--- config.mk ---
export PLATFORM = sky130hd
export DESIGN_NAME = bs_dec_acc
export DESIGN_NICKNAME = d
export VERILOG_FILES = /design/src/rtl/bs_dec_pkg.sv /design/src/rtl/bs_dec_acc_sat_acc.sv /design/src/rtl/bs_dec_acc.sv
export SDC_FILE = /design/constraint.sdc
export NUM_CORES = 1
export LEC_CHECK = 0
export ABC_AREA = 1
export BUFFER_PORTS_ARGS = -buffer_cell sky130_fd_sc_hd__clkbuf_2
export CAP_MARGIN = 0
export CELL_PAD_IN_SITES_DETAIL_PLACEMENT = 1
export CELL_PAD_IN_SITES_GLOBAL_PLACEMENT = 1
export CORE_AREA = 2 2 151 123
export DETAILED_ROUTE_END_ITERATION = 10
export DIE_AREA = 0 0 153 125
export GPL_TIMING_DRIVEN = 0
export HOLD_SLACK_MARGIN = 0.12
export PLACE_DENSITY_LB_ADDON = 0.3
export SLEW_MARGIN = 40
export SYNTH_ARGS = -nofsm -noshare
export SYNTH_HDL_FRONTEND = slang
export SYNTH_SLANG_ARGS = --single-unit
export TNS_END_PERCENT = 30
--- constraint.sdc ---
create_clock -name clk -period 7.54 [get_ports clk]
set_clock_uncertainty 0.05 [all_clocks]
set_input_delay 1.131 -clock clk [delete_from_list [all_inputs] [get_ports clk]]
set_output_delay 1.131 -clock clk [all_outputs]
set_load 0.005 [all_outputs]
--- src/rtl/bs_dec_pkg.sv ---
// Shared types and arithmetic helpers for the bitstream decode/accumulate column.
package bs_dec_pkg;

  typedef enum logic {IDLE = 1'b0, RUN = 1'b1} bs_dec_state_t;

  // Helpers work in a wide signed domain; callers size-cast back to their widths.
  localparam int CALC_W = 64;

  // Bipolar value of a window: each one counts +1, each zero counts -1.
  function automatic logic signed [CALC_W-1:0] bipolar_val(
    input logic [31:0] ones,
    input logic [31:0] len
  );
    logic signed [CALC_W-1:0] ones_s;
    logic signed [CALC_W-1:0] len_s;
    ones_s = $signed({32'd0, ones});
    len_s  = $signed({32'd0, len});
    return (ones_s <<< 1) - len_s;
  endfunction

  // Signed add clamped to the range of an accw-bit two's-complement register.
  function automatic logic signed [CALC_W-1:0] sat_add(
    input logic signed [CALC_W-1:0] acc,
    input logic signed [CALC_W-1:0] val,
    input int unsigned              accw
  );
    logic signed [CALC_W-1:0] sum;
    logic signed [CALC_W-1:0] max_v;
    logic signed [CALC_W-1:0] min_v;
    sum   = acc + val;
    max_v = (64'sd1 <<< (accw - 1)) - 64'sd1;
    min_v = -(64'sd1 <<< (accw - 1));
    if (sum > max_v) return max_v;
    if (sum < min_v) return min_v;
    return sum;
  endfunction

endpackage

--- src/rtl/bs_dec_acc_sat_acc.sv ---
// Signed saturating accumulator with synchronous clear and a sticky saturation flag.
// A clear coincident with an add clears first, then adds the new value.
module sat_acc
  import bs_dec_pkg::*;
#(
  parameter int ACCW = 24,
  parameter int VALW = 10
) (
  input  logic                   clk,
  input  logic                   rst_n,
  input  logic                   i_clr,
  input  logic                   i_add,
  input  logic signed [VALW-1:0] i_val,
  output logic signed [ACCW-1:0] o_acc,
  output logic                   o_sat
);

  logic signed [ACCW-1:0]   acc_q, acc_d;
  logic                     sat_q, sat_d;
  logic signed [CALC_W-1:0] base, val, sum, clamp;

  // Next accumulator value: optional clear, then optional clamped add.
  always_comb begin
    base  = i_clr ? '0 : CALC_W'(acc_q);
    val   = CALC_W'(i_val);
    sum   = base + val;
    clamp = sat_add(base, val, ACCW);
    acc_d = acc_q;
    sat_d = sat_q;
    if (i_clr) begin
      acc_d = '0;
      sat_d = 1'b0;
    end
    if (i_add) begin
      acc_d = ACCW'(clamp);
      if (clamp != sum) sat_d = 1'b1;
    end
  end

  // Accumulator and sticky flag registers.
  always_ff @(posedge clk) begin
    if (!rst_n) begin
      acc_q <= '0;
      sat_q <= 1'b0;
    end else begin
      acc_q <= acc_d;
      sat_q <= sat_d;
    end
  end

  assign o_acc = acc_q;
  assign o_sat = sat_q;

endmodule

--- src/rtl/bs_dec_acc.sv ---
// Bipolar bitstream window decoder feeding a saturating column accumulator.
// Stream semantics: i_bit is consumed on every RUN cycle where i_bit_vld=1;
// there is no backpressure, gaps (i_bit_vld=0) simply stall the window.
module bs_dec_acc
  import bs_dec_pkg::*;
#(
  parameter int WIDTH = 8,
  parameter int ACCW  = 24
) (
  input  logic                    clk,
  input  logic                    rst_n,
  input  logic                    i_start,
  input  logic [WIDTH:0]          i_len,
  input  logic                    i_bit_vld,
  input  logic                    i_bit,
  input  logic                    i_clr,
  output logic                    o_busy,
  output logic                    o_done,
  output logic signed [WIDTH+1:0] o_win,
  output logic signed [ACCW-1:0]  o_acc,
  output logic                    o_sat,
  output bs_dec_state_t           o_state
);

  bs_dec_state_t          state_q, state_d;
  logic [WIDTH:0]         remain_q, remain_d;
  logic [WIDTH:0]         ones_q, ones_d;
  logic [WIDTH:0]         len_q, len_d;
  logic                   done_q, done_d;
  logic signed [WIDTH+1:0] win_q, win_d;

  logic [WIDTH:0]          len_eff;
  logic [WIDTH:0]          ones_fin;
  logic signed [WIDTH+1:0] win_nxt;
  logic                    win_end;

  // Window datapath: effective length, final ones count and bipolar result.
  always_comb begin
    len_eff  = (i_len == '0) ? {1'b1, {WIDTH{1'b0}}} : i_len;
    win_end  = (state_q == RUN) && i_bit_vld && (remain_q == (WIDTH+1)'(1));
    ones_fin = ones_q + (WIDTH+1)'(i_bit);
    win_nxt  = (WIDTH+2)'(bipolar_val(32'(ones_fin), 32'(len_q)));
  end

  // FSM next state and counters; a start always wins over the finishing window's IDLE.
  always_comb begin
    state_d  = state_q;
    remain_d = remain_q;
    ones_d   = ones_q;
    len_d    = len_q;
    done_d   = 1'b0;
    win_d    = win_q;
    if ((state_q == RUN) && i_bit_vld) begin
      ones_d   = ones_fin;
      remain_d = remain_q - (WIDTH+1)'(1);
    end
    if (win_end) begin
      state_d = IDLE;
      done_d  = 1'b1;
      win_d   = win_nxt;
    end
    if (i_start) begin
      state_d  = RUN;
      remain_d = len_eff;
      len_d    = len_eff;
      ones_d   = '0;
    end
  end

  // State and window registers.
  always_ff @(posedge clk) begin
    if (!rst_n) begin
      state_q  <= IDLE;
      remain_q <= '0;
      ones_q   <= '0;
      len_q    <= '0;
      done_q   <= 1'b0;
      win_q    <= '0;
    end else begin
      state_q  <= state_d;
      remain_q <= remain_d;
      ones_q   <= ones_d;
      len_q    <= len_d;
      done_q   <= done_d;
      win_q    <= win_d;
    end
  end

  sat_acc #(
    .ACCW (ACCW),
    .VALW (WIDTH + 2)
  ) u_acc (
    .clk   (clk),
    .rst_n (rst_n),
    .i_clr (i_clr),
    .i_add (win_end),
    .i_val (win_nxt),
    .o_acc (o_acc),
    .o_sat (o_sat)
  );

  assign o_busy  = (state_q == RUN);
  assign o_done  = done_q;
  assign o_win   = win_q;
  assign o_state = state_q;

endmodule

## After elaboration in Yosys (flattened, before gate mapping)

Cells that the tools add are included.
Widths: inputs -> output; s select.

- Flip-flop bits (word level): 64
- Input port bits: 15
- Output and inout port bits: 38
- Logic and storage cells: 43

- $add $sub $neg: 4
- $lt $le $gt $ge: 2
- Eq/ne operators: 2
- Mux-type cells: 19
- Bitwise gates (word level): 1
- Reductions and logical operators: 7

Operator list:

| cell | number |
|---|---|
| $mux 64 | 5 |
| $add 64x10->64 | 1 |
| $gt 64x24->1 const B | 1 |
| $lt 64x24->1 const B | 1 |
| $ne 64x64->1 | 1 |
| $mux 24 | 2 |
| $mux 9 | 3 |
| $sub 10x9->10 | 1 |
| $add 9x1->9 | 1 |
| $eq 9x1->1 const B | 1 |
| $logic_not 9->1 | 1 |
| $mux 1 | 9 |
| $sub 9x1->9 const B | 1 |
| $reduce_bool 2->1 | 3 |
| $logic_and 1x1->1 | 2 |
| $reduce_or 2->1 | 1 |
| $not 1->1 | 1 |

## Longest topological paths before layout

Gate-level depths: netlist of run 1.

- Depth in word-level cells: 11
- Gate-level depth with buffers: 53
- Mapped depth without buffers: 52

## By module

A second synthesis of run 1 with hierarchy kept.

- Cells, all modules: 911
- Area total of the unflattened synthesis: 5554.1 µm²

Modules (own cells, without submodules):

| module | instances | cells each | area an instance (µm²) | seq. area each (µm²) |
|---|---|---|---|---|
| sat_acc | 1 | 567 | 3263.1 | 500.5 |
| bs_dec_acc | 1 | 344 | 2290.9 | 780.7 |

## Worst setup path before layout of run 1

No wires, ideal clock.

- Path type: input to register
- Start: input i_bit
- End: register u_acc.acc_q[11] (netlist: u_acc.o_acc[11])
- Data arrival time: 6.462 ns
- Data required time: 7.416 ns
- Setup slack: 0.953 ns
- Stages on the path: 33
- Path buffers: 2
- Path through: ha_1 ha_1 nand2_1 nor3_1 xor2_1 ha_1 nand2_2 inv_2 a21oi_4 nand3_1 nand2_1 nand2_4 buf_6 ha_1 inv_1 nor2_1 nand2_1 nor2_1 nand2_1 nand2_1 nand2_1 nand2_1 inv_1 fa_1 nor3_1 nand4_1 nor2_1 nand3_1 ha_1 inv_1 dlygate4sd3_1 nand3_1 a31oi_2

- Word-level cells in the longest chain between the ends: 9
- Elaborated cells between the ends (all ways): 12
- Those cells by class: 3 x add/sub; 2 x order compare; 7 x mux

Ends and longest elaborated chain:

| item | RTL line | RTL |
|---|---|---|
| start, declared | bs_dec_acc.sv:15 | `input logic i_bit,` |
| $add 9x1->9 (*) | bs_dec_acc.sv:41 | `ones_fin = ones_q + (WIDTH+1)'(i_bit);` |
| named net ones_fin[6] | bs_dec_acc.sv:33 | `logic [WIDTH:0] ones_fin;` |
| $sub 10x9->10 (*) | bs_dec_pkg.sv:18 | `return (ones_s <<< 1) - len_s;` |
| named net u_acc.i_val[9] | bs_dec_acc_sat_acc.sv:13 | `input logic signed [VALW-1:0] i_val,` |
| $add 64x10->64 (*) | bs_dec_pkg.sv:30 | `sum = acc + val;` |
| $lt 64x24->1 | bs_dec_pkg.sv:34 | `if (sum < min_v) return min_v;` |
| $mux 1 (2 in series) | bs_dec_pkg.sv:34 |  |
| $mux 64 | bs_dec_pkg.sv:35 | `return sum;` |
| $mux 64 (*) | bs_dec_pkg.sv:34 |  |
| $mux 24 (*) | bs_dec_acc_sat_acc.sv:34 | `if (i_add) begin` |
| end signal, assigned | bs_dec_acc_sat_acc.sv:43 | `acc_q <= '0;` |
| end signal, assigned | bs_dec_acc_sat_acc.sv:46 | `acc_q <= acc_d;` |
| end, declared | bs_dec_acc_sat_acc.sv:18 | `logic signed [ACCW-1:0] acc_q, acc_d;` |

Mark *: on every way through the listed nets, which the timed path passes. The rest lies on a longest branch. The select of a mux whose other input is x is not followed.
A chain may end at the register's enable or synchronous reset.

## Worst setup path after layout of run 1

- Start: input i_bit
- End: register u_acc.sat_q (netlist: u_acc.o_sat)

- Word-level cells in the longest chain between the ends: 11
- Elaborated cells between the ends (all ways): 14
- Those cells by class: 3 x add/sub; 2 x order compare; 1 x eq/ne; 8 x mux

Ends and longest elaborated chain:

| item | RTL line | RTL |
|---|---|---|
| $add 9x1->9 (*) | bs_dec_acc.sv:41 |  |
| named net ones_fin[4] | bs_dec_acc.sv:33 |  |
| $sub 10x9->10 (*) | bs_dec_pkg.sv:18 |  |
| $add 64x10->64 (*) | bs_dec_pkg.sv:30, bs_dec_acc_sat_acc.sv:26 |  |
| $lt 64x24->1 | bs_dec_pkg.sv:34 |  |
| $mux 1 (2 in series) | bs_dec_pkg.sv:34 |  |
| $mux 64 | bs_dec_pkg.sv:35 |  |
| $mux 64 | bs_dec_pkg.sv:34 |  |
| $ne 64x64->1 (*) | bs_dec_acc_sat_acc.sv:36 | `if (clamp != sum) sat_d = 1'b1;` |
| $mux 1 (*) | bs_dec_acc_sat_acc.sv:36 |  |
| $mux 1 (*) | bs_dec_acc_sat_acc.sv:34 |  |
| end signal, assigned | bs_dec_acc_sat_acc.sv:47 | `sat_q <= sat_d;` |
| end, declared | bs_dec_acc_sat_acc.sv:19 | `logic sat_q, sat_d;` |

Marked as above.

==> flow_summary.ini, run 1 <==
[outcome]
status = finished clean

[cells_and_area]
stdcell_count = 1144
final_nets = 961
multi_input_area_um2 = 3980
final_cell_mix = 178 x nand2_1, 114 x inv_1, 79 x nor2_1
diodes = 0
syn2layout_area_growth_pct = 24.7
nFillCells = 2288
seq_area_um2 = 1280
drive_gt1_share_pct = 24.7
layout_commonest_cell = nand2_1

[hold_path]
hold_path.startpoint = u_acc.o_sat$_SDFF_PN0_
holdCritPathClass = flop to flop

[logic_synthesis]
syn_area_per_cell_um2 = 6.70
synth_fp_nets = 879
yosysSeqAreaShare_pct = 23.1
synthArstFlopShare_pct = 0
yosysUniqueCellTypes = 51
ys.flop_type = dfxtp_1
netlist_area_um2 = 5540
synth-seq-cells = 64
yosys_warnings = 0
syn_inst = 827
synth_edf_count = 0

[pwr]
power.switching_uw = 560
p_leak_nw = 3.31
power_mw = 1.37
pwr_density_cell_nw_per_um2 = 198
p_sw_share_pct = 40.9
irDropWorstVdd_uv = 105
intPower_uw = 810
power.share.clock_pct = 31.8
pwr-share-seq_pct = 26.1
p_comb_share_pct = 42.2

[drt]
drc = 0
antenna_left = 0
vias = 5694
wl_um = 19100
drt_iter0_drc = 247
wire_per_inst_um = 16.7
viasPerCell = 4.98
firstDrtPassIters = 4

[timing]
slew_viol_final = 0
fin_crit_sh_pct = 93.9
setup_viol = 0
period_needed_ns = 7.08
tightest_slew_ns = 0.734
hold_viol = 0
fmax_mhz = 141
setup_tns_ns = 0
slew_headroom_pct = 50.5
setup_slack_ns = 0.463

[floorplan]
die-area_um2 = 19100
fp-row-count = 44
fp.dieH_um = 125
io_pins = 53
core_um2 = 17800
initial_core_util_pct = 31.1
die_w_um = 153

[clocking]
cts_sinks = 64
clockRootBuffer = clkbuf_16
numCtsBuffers = 9
clkTransAtPathRegs_ns = 0.06
clk_path_buf_depth = 2
insertion_delay_ns = 0.35
cts_tree = yes
htree_levels = 3

[worst_setup_path]
slowest_stage = fa_1
cp.required_ns = 7.72
arrival_ns = 7.26
cp-end-kind = flop
critPathMaxFanout = 6
cp_top_family = simple AND/OR/NAND/NOR gates
path_buf_inv = 2
crit_path_max_incr_delay_ns = 0.57
critical_path_class = primary input to flop
cp-start-kind = primary input
crit_start = i_bit
crit_top_cell = nand2_1
r2r-start = ones_q[2]$_SDFFE_PP0P_

[global_routing]
grt_antenna_before_repair = 0
grt_pass1_wl_um = 30000
grt.total_usage_pct = 19.8
first_global_vias = 5595
grt_overflow_total = 0
grt_max_degree = 14

[placed_design]
hpwl_um = 14700
place_congestion = 0.934
portBuffers = 51
post-place-cells = 1108
dp_slack_ns = -0.557

[job]
max_cap_violations = 0
## state kept, by name, indices dropped and copies added (netlist names)
| signal | count |
|---|---|
| u_acc.o_acc | 24 |
| remain_q | 9 |
| o_done | 1 |
| u_acc.o_sat | 1 |
| len_q | 9 |
| ones_q | 9 |
| o_busy | 1 |
| o_win | 10 |
## repair_timing
| action | 4_1_cts | 5_1_grt |
|---|---|---|
| buffers inserted | 0 | 20 |
| endpoints found under the setup margin | 21 | 21 |
| resized for setup | 6 | 76 |
| hold buffers | 0 | 0 |
| pin swaps | 0 | 36 |
## power by group through the flow
stage          Combinational, mW  Sequential, mW  Clock [mW]
6_report                   0.577           0.357       0.435
5_1_grt                    0.639           0.358       0.459
4_1_cts                    0.511           0.356       0.445
3_5_place_dp               0.505           0.364           0
3_3_place_gp               0.497           0.364           0
2_1_floorplan              0.382           0.362           0
## layout make-up
| type | count | share of cell area [%] |
|---|---|---|
| sequential | 64 | 18.6 |
| timing repair buffer | 71 | 5.92 |
| clock inverter | 7 | 1.01 |
| clock buffer | 9 | 3.26 |
| tap | 230 | 4.17 |
| multi-input combinational | 618 | 57.6 |
| inverter | 120 | 6.60 |
| buffer | 25 | 2.88 |
## metal layers
metal | part of all wire, % | vias up | GRT usage, %
met4 | 1.2 | 0 | 4.58
met3 | 4.1 | 16 | 3.12
met5 | 0 | - | 0
li1 | - | 2866 | -
met1 | 53 | 2704 | 30.6
met2 | 41 | 108 | 28.8
## through the flow
| stage | util [%] | hold WS (ns) | instance area, um^2 |
|---|---|---|---|
| floorplan | - | 0.402 | 5540 |
| global placement | 34.2 | 0.426 | 6080 |
| detailed placement | 34.2 | 0.434 | 6080 |
| CTS | 35.9 | 0.444 | 6390 |
| global route | 38.8 | 0.464 | 6910 |
| finish | 38.8 | 0.443 | 6910 |
## final timing paths
| path | endpoint | slack [ns] | depth (start not counted) |
|---|---|---|---|
| max | u_acc.o_sat$_SDFF_PN0_ | 0.46 | 43 |
| min | u_acc.o_sat$_SDFF_PN0_ | 0.44 | 2 |
| max reg2reg | u_acc.o_sat$_SDFF_PN0_ | 0.96 | 41 |
| min reg2reg | u_acc.o_sat$_SDFF_PN0_ | 0.44 | 2 |
## Yosys cell counts (2+ instances only)
cell type / number / share of area, %
dfxtp_1: 64 / 23
o21ai_0: 54 / 4.9
nor3_1: 9 / 0.81
nand3b_1: 3 / 0.41
ha_1: 26 / 5.9
nor2_1: 89 / 6.0
o21bai_1: 2 / 0.27
nor2_4: 3 / 0.61
or2_2: 2 / 0.23
a211oi_1: 2 / 0.27
dlygate4sd3_1: 3 / 0.54
o41ai_1: 5 / 0.79
a31oi_1: 8 / 0.90
a31oi_2: 17 / 3.8
o22ai_1: 8 / 0.90
inv_1: 117 / 7.9
clkbuf_1: 13 / 0.88
nand2_4: 12 / 2.4
xnor2_1: 5 / 0.79
o211ai_1: 3 / 0.41
fa_1: 11 / 4.0
nand3_2: 4 / 0.72
a21oi_2: 4 / 0.63
a221oi_1: 2 / 0.32
nor4_1: 3 / 0.34
xor2_1: 15 / 2.4
a21oi_1: 28 / 2.5
nand2_1: 192 / 13
nor2_2: 9 / 1.0
buf_12: 2 / 0.72
nand2_2: 16 / 1.8
nand4_1: 9 / 1.0
buf_6: 4 / 0.81
nand3_1: 66 / 6.0
## worst reg2reg max path: cells and delay by family (launching register included)
family / cells / cell delay (ns)
AOI/OAI and AO/OA: 2 / 0.43
adders and majority gates: 4 / 1.42
and+or+nand+nor: 33 / 3.67
DFF: 1 / 0.51
buffers and inverters: 1 / 0.20
xor gates and xnor gates: 1 / 0.21
## cell families (layout without fill, tap and decap cells)
kind of cell | Yosys count | after routing | synth area share (%)
buffers and inverters | 145 | 232 | 11.6
AOI/OAI and AO/OA | 138 | 138 | 16.6
adders and majority gates | 37 | 37 | 9.85
and+or+nand+nor | 423 | 423 | 35.7
xor gates and xnor gates | 20 | 20 | 3.16
DFF | 64 | 64 | 23.1
Power figures use the tool's default switching activity.
==> inputs of run 2 (changes only) <==
--- a/config.mk
+++ b/config.mk
@@ -5,17 +5,16 @@
 export SDC_FILE = /design/constraint.sdc
 export NUM_CORES = 1
 export LEC_CHECK = 0
-export ABC_AREA = 1
 export BUFFER_PORTS_ARGS = -buffer_cell sky130_fd_sc_hd__clkbuf_2
 export CAP_MARGIN = 0
 export CELL_PAD_IN_SITES_DETAIL_PLACEMENT = 1
 export CELL_PAD_IN_SITES_GLOBAL_PLACEMENT = 1
-export CORE_AREA = 2 2 151 123
+export CORE_AREA = 2 2 150 123
 export DETAILED_ROUTE_END_ITERATION = 10
-export DIE_AREA = 0 0 153 125
+export DIE_AREA = 0 0 152 125
 export GPL_TIMING_DRIVEN = 0
 export HOLD_SLACK_MARGIN = 0.12
-export PLACE_DENSITY_LB_ADDON = 0.3
+export PLACE_DENSITY = 0.72
 export SLEW_MARGIN = 40
 export SYNTH_ARGS = -nofsm -noshare
 export SYNTH_HDL_FRONTEND = slang
==> run 2 against run 1 <==
Net effect:
- global-route usage rose by 0.95 points
- fmax fell by 3.5%
- count of clock-buffer cells in the layout did not move
- first-iteration DRC count rose by 68%
- critical path depth fell by 11
- largest cell class unchanged
- hold slack got worse by 0.026 ns
- die area fell by 0.65%
==> flow_summary.ini, run 2 <==
[outcome]
status = finished clean

[job]
max_cap_violations = 0

[worst_setup_path]
crit_path_max_incr_delay_ns = 0.48
cp_top_family = simple AND/OR/NAND/NOR gates
reg2regPathDepth = 31
path_depth = 32
cp.required_ns = 7.72
arrival_ns = 7.52
critical_path_class = primary input to flop
cp-end-kind = flop
critPathMaxFanout = 11
slowest_stage = or4_1
cp-start-kind = primary input
reg2reg_slack_ns = 0.70
path_buf_inv = 6

[floorplan]
die_w_um = 152
fp.dieH_um = 125
fp-row-count = 44
io_pins = 53
die-area_um2 = 19000
core_um2 = 17700
initial_core_util_pct = 31.2

[timing]
hold_viol = 0
period_needed_ns = 7.34
setup_viol = 0
setup_tns_ns = 0
tightest_slew_ns = 0.820
slew_headroom_pct = 45.4
hold_ws_ns = 0.418
slew_viol_final = 0
fin_crit_sh_pct = 97.3
fmax_mhz = 136

[pwr]
p_leak_nw = 2.68
power_mw = 1.14
irDropWorstVdd_uv = 146
pwr_density_cell_nw_per_um2 = 168

[placed_design]
place_congestion = 0.906
hpwl_um = 15100
portBuffers = 52
post-place-cells = 1008

[clocking]
cts_sinks = 64
cts_tree = yes
numCtsBuffers = 9
insertion_delay_ns = 0.34
clk_path_buf_depth = 2
clockRootBuffer = clkbuf_16
htree_levels = 3
clkTransAtPathRegs_ns = 0.06

[global_routing]
grt.total_usage_pct = 20.8
grt_antenna_before_repair = 0
grt_max_degree = 14
grt_overflow_total = 0
first_global_vias = 5843
grt_pass1_wl_um = 31800

[cells_and_area]
stdcell_count = 1034
drive_gt1_share_pct = 19.4
syn2layout_area_growth_pct = 23.1
final_nets = 851
diodes = 0
final_cell_mix = 82 x nand2_1, 68 x nor2_1, 64 x dfxtp_1
largest_register_ffs = 24
layout_commonest_cell = nand2_1
nFillCells = 2160

[drt]
vias = 5877
drt_iter0_drc = 414
wl_um = 20400
drc = 0
wire_per_inst_um = 19.8
firstDrtPassIters = 6
antenna_left = 0
viasPerCell = 5.68

[logic_synthesis]
yosys_warnings = 0
ys.flop_type = dfxtp_1
yosys-top-cells-count = 83 x nand2_1, 68 x nor2_1, 64 x dfxtp_1
syn_area_per_cell_um2 = 7.59
synth_edf_count = 0
synthTopCellsByArea = dfxtp_1 23%, ha_1 5.9%, nand2_1 5.7%, xnor2_1 4.8%, nor2_1 4.6%
netlist_area_um2 = 5510
synth_top_area_cell = dfxtp_1
synth-seq-cells = 64
yosys.cell_count.top_type = nand2_1
syn_inst = 726
synth_top_area_share_pct = 23.2
yosysUniqueCellTypes = 68
yosysSeqAreaShare_pct = 23.2
synth_fp_nets = 778
synthArstFlopShare_pct = 0

[hold_path]
hold_path_depth = 2
holdCritPathClass = flop to flop
-- run 2: worst register-to-register path: cells and delay by family, from the launching register on --
family,cells,cell delay (ns)
AO/OA/AOI/OAI,8,1.36
adder cells (fa/ha/maj),4,1.25
AND/OR/NAND/NOR,13,2.78
XOR/XNOR,1,0.13
buffers and inverters,5,0.78
flip-flops,1,0.37
-- run 2: layout make-up --
class	instances	area, um^2	area share [%]
plain buffers	34	203	2.99
clock buffers	9	225	3.32
clock inverters	7	103	1.51
inverters	33	130	1.92
multi-input cells	591	4190	61.8
flip-flops and latches	64	1280	18.9
well taps	230	288	4.24
repair buffers	66	365	5.38
-- run 2: per-stage QoR --
stage | util (%) | worst slack [ns] | area [um^2]
floorplan | - | 0.0783 | 5520
global placement | 34.3 | -2.15 | 6070
detailed placement | 34.3 | -2.11 | 6070
CTS | 37.2 | 0.00267 | 6580
global route | 38.4 | -0.0631 | 6790
finish | 38.4 | 0.204 | 6790
-- run 2: logic make-up after synthesis --
family,count (synthesis),synth area share (%)
adders and majority gates,37,9.90
muxes,6,1.11
buffers and inverters,71,5.33
xor gates and xnor gates,47,7.47
and+or+nand+nor,319,29.4
AOI/OAI and AO/OA,182,23.5
DFF,64,23.2
-- run 2: path summary, 6_finish.rpt --
kind                                      end                   start
setup / recovery  u_acc.o_acc[8]$_SDFFE_PN0P_                   i_bit
hold / removal          o_win[1]$_SDFFE_PN0P_   o_win[1]$_SDFFE_PN0P_
hold reg to reg         o_win[1]$_SDFFE_PN0P_   o_win[1]$_SDFFE_PN0P_
setup reg to reg  u_acc.o_acc[8]$_SDFFE_PN0P_  ones_q[0]$_SDFFE_PP0P_
-- run 2: power breakdown --
part           internal, mW  switching [mW]  leakage [nW]
Clock                 0.293           0.180         0.157
Combinational         0.128           0.184          2.01
Sequential            0.346         0.00691         0.520
-- run 2: timing repair --
item | in CTS | in global routing
endpoints found under the setup margin | 25 | 25
setup buffers | 3 | 11
hold buffers | 0 | 0
gates resized for setup | 41 | 27
pin swaps | 7 | 17
-- run 2: layer usage --
metal  GRT usage [%]  routed length, um
met3            4.82               1400
met2            32.4               8970
met5               0                  0
met4            5.33                417
met1            29.1               9640
==> inputs of run 3 (changes only) <==
--- a/config.mk
+++ b/config.mk
@@ -15,6 +15,8 @@
 export GPL_TIMING_DRIVEN = 0
 export HOLD_SLACK_MARGIN = 0.12
 export PLACE_DENSITY = 0.72
+export RECOVER_POWER = 25
+export REMOVE_ABC_BUFFERS = 1
 export SLEW_MARGIN = 40
 export SYNTH_ARGS = -nofsm -noshare
 export SYNTH_HDL_FRONTEND = slang
==> run 3 against run 2 <==
Net effect:
- wire length down 9.5%
- via count shrank 4.9%
- sequential share of layout area rose by 0.82 points
- first-iteration DRC count shrank 24%
- combinational power is 6% lower
- power fell by 2.5%
- critical path depth down 4
- clock power fell by 2%
- global-route usage shrank 1.3 points
- setup slack gained 0.068 ns
- register-to-register slack better by 0.14 ns
- critical endpoint is now u_acc.o_acc[21]$_SDFFE_PN0P_
- highest routed layer unchanged
==> flow_summary.ini, run 3 (synthesis gave the netlist of run 2 again) <==
[worst_setup_path]
cp-end-kind = flop
crit_start = i_bit
arrival_ns = 7.50
critical_path_class = primary input to flop
r2r-start = ones_q[0]$_SDFFE_PP0P_
cp-start-kind = primary input
critPathMaxFanout = 12
cp.required_ns = 7.77

[cells_and_area]
largest_register_ffs = 24
post-route-util_pct = 36.8
syn2layout_area_growth_pct = 18.0
drive_gt1_share_pct = 15.6
stdcell_count = 999
diodes = 0
final_nets = 817
layout_commonest_cell = nand2_1
final_cell_mix = 82 x nand2_1, 68 x nor2_1, 64 x dfxtp_1

[pwr]
p_comb_share_pct = 26.3
intPower_uw = 757
power.switching_uw = 352
p_leak_nw = 2.54
power.share.clock_pct = 41.9
pwr-share-seq_pct = 31.8
p_sw_share_pct = 31.8
irDropWorstVdd_uv = 79.8
pwr_density_cell_nw_per_um2 = 171

[clocking]
clockRootBuffer = clkbuf_16
cts_sinks = 64
clkTransAtPathRegs_ns = 0.06
insertion_delay_ns = 0.35
clk_path_buf_depth = 2
cts_tree = yes
numCtsBuffers = 9
hold_buffers = 0
htree_levels = 3

[floorplan]
die-area_um2 = 19000
die_w_um = 152
fp.dieH_um = 125
io_pins = 53
core_um2 = 17700
initial_core_util_pct = 31.2
fp-row-count = 44

[timing]
fin_crit_sh_pct = 96.4
setup_viol = 0
fmax_mhz = 138
slew_viol_final = 0
tightest_slew_ns = 0.864
setup_slack_ns = 0.271
period_needed_ns = 7.27
slew_headroom_pct = 41.8
hold_viol = 0

[global_routing]
grt_antenna_before_repair = 0
grt_max_degree = 50
use_met3_pct = 4.12
grt_pass1_wl_um = 30000
grtUsageMet1_pct = 27.2
grt.total_usage_pct = 19.5
grt_overflow_total = 0
first_global_vias = 5602
top_usage_layer = met2
use_met2_pct = 30.4

[placed_design]
place_congestion = 0.875
post-place-cells = 972
dp_slack_ns = -1.80
hpwl_um = 12900
portBuffers = 52

[drt]
viasPerCell = 5.60
wl_um = 18500
vias = 5591
wire_per_inst_um = 18.5
drt_iter0_drc = 313
antenna_left = 0
firstDrtPassIters = 5
drc = 0

[outcome]
status = finished clean

[hold_path]
hold_path.startpoint = o_win[6]$_SDFFE_PN0P_
holdCritPathClass = flop to flop

[job]
max_cap_violations = 0
run 3: power by group through the flow:
stage          Clock, mW  Combinational, mW  Sequential (mW)
3_5_place_dp           0              0.249            0.360
6_report           0.465              0.292            0.353
2_1_floorplan          0              0.174            0.359
5_1_grt            0.485              0.320            0.354
3_3_place_gp           0              0.243            0.360
4_1_cts            0.475              0.273            0.353
run 3: routing by layer:
metal,part of all wire (%),vias up
met1,49,2720
li1,-,2701
met2,44,136
met4,2.5,0
met3,5.0,34
met5,0,-
run 3: final cells by class:
type                       instances  area (um^2)
fill                            2171        11200
sequential                        64         1280
timing repair buffer              63          363
clock inverter                     5         81.3
multi-input combinational        594         4120
tap                              230          288
inverter                          33          129
clock buffer                      10          239
run 3: metrics by stage:
stage	TNS [ns]	total power, mW	hold slack (ns)	cell area [um^2]
global route	-0.0845	1.16	0.453	6500
floorplan	-8.98	0.532	0.384	5340
detailed placement	-43.15	0.609	0.407	5930
global placement	-57.80	0.603	0.401	5890
CTS	0	1.10	0.421	6380
finish	0	1.11	0.415	6500
run 3: path summary, 6_finish.rpt:
path | endpoint | slack [ns] | depth (start not counted)
worst min register to register | o_win[6]$_SDFFE_PN0P_ | 0.41 | 2
worst max-delay path | u_acc.o_acc[21]$_SDFFE_PN0P_ | 0.27 | 28
worst max register to register | u_acc.o_acc[21]$_SDFFE_PN0P_ | 0.84 | 27
worst min-delay path | o_win[6]$_SDFFE_PN0P_ | 0.41 | 2
run 3: repair_timing:
action	in CTS	in global routing
pin swaps	3	11
setup buffers	4	5
setup endpoints to repair	25	25
cloned	1	2
resized for setup	17	16
hold endpoints to repair	0	0
run 3: critical path, cell delays in order:
cell and delay (ns):
clkbuf_2 0.09, ha_1 0.19, ha_1 0.32, ha_1 0.35, a21o_1 0.21, a21oi_2 0.18, o21bai_1 0.10, a21oi_2 0.19
o21bai_1 0.10, a21oi_2 0.20, xnor2_2 0.12, ha_1 0.25, or3_4 0.40, o22a_4 0.23, o31a_4 0.18, o2111ai_1 0.23
o211ai_1 0.19, and2_1 0.24, or3_4 0.40, fa_1 0.53, nor4bb_1 0.32, nand2_1 0.12, nor3_1 0.19, o211ai_1 0.15
ha_4 0.27, buf_4 0.16, nor3_2 0.23, o221a_1 0.22
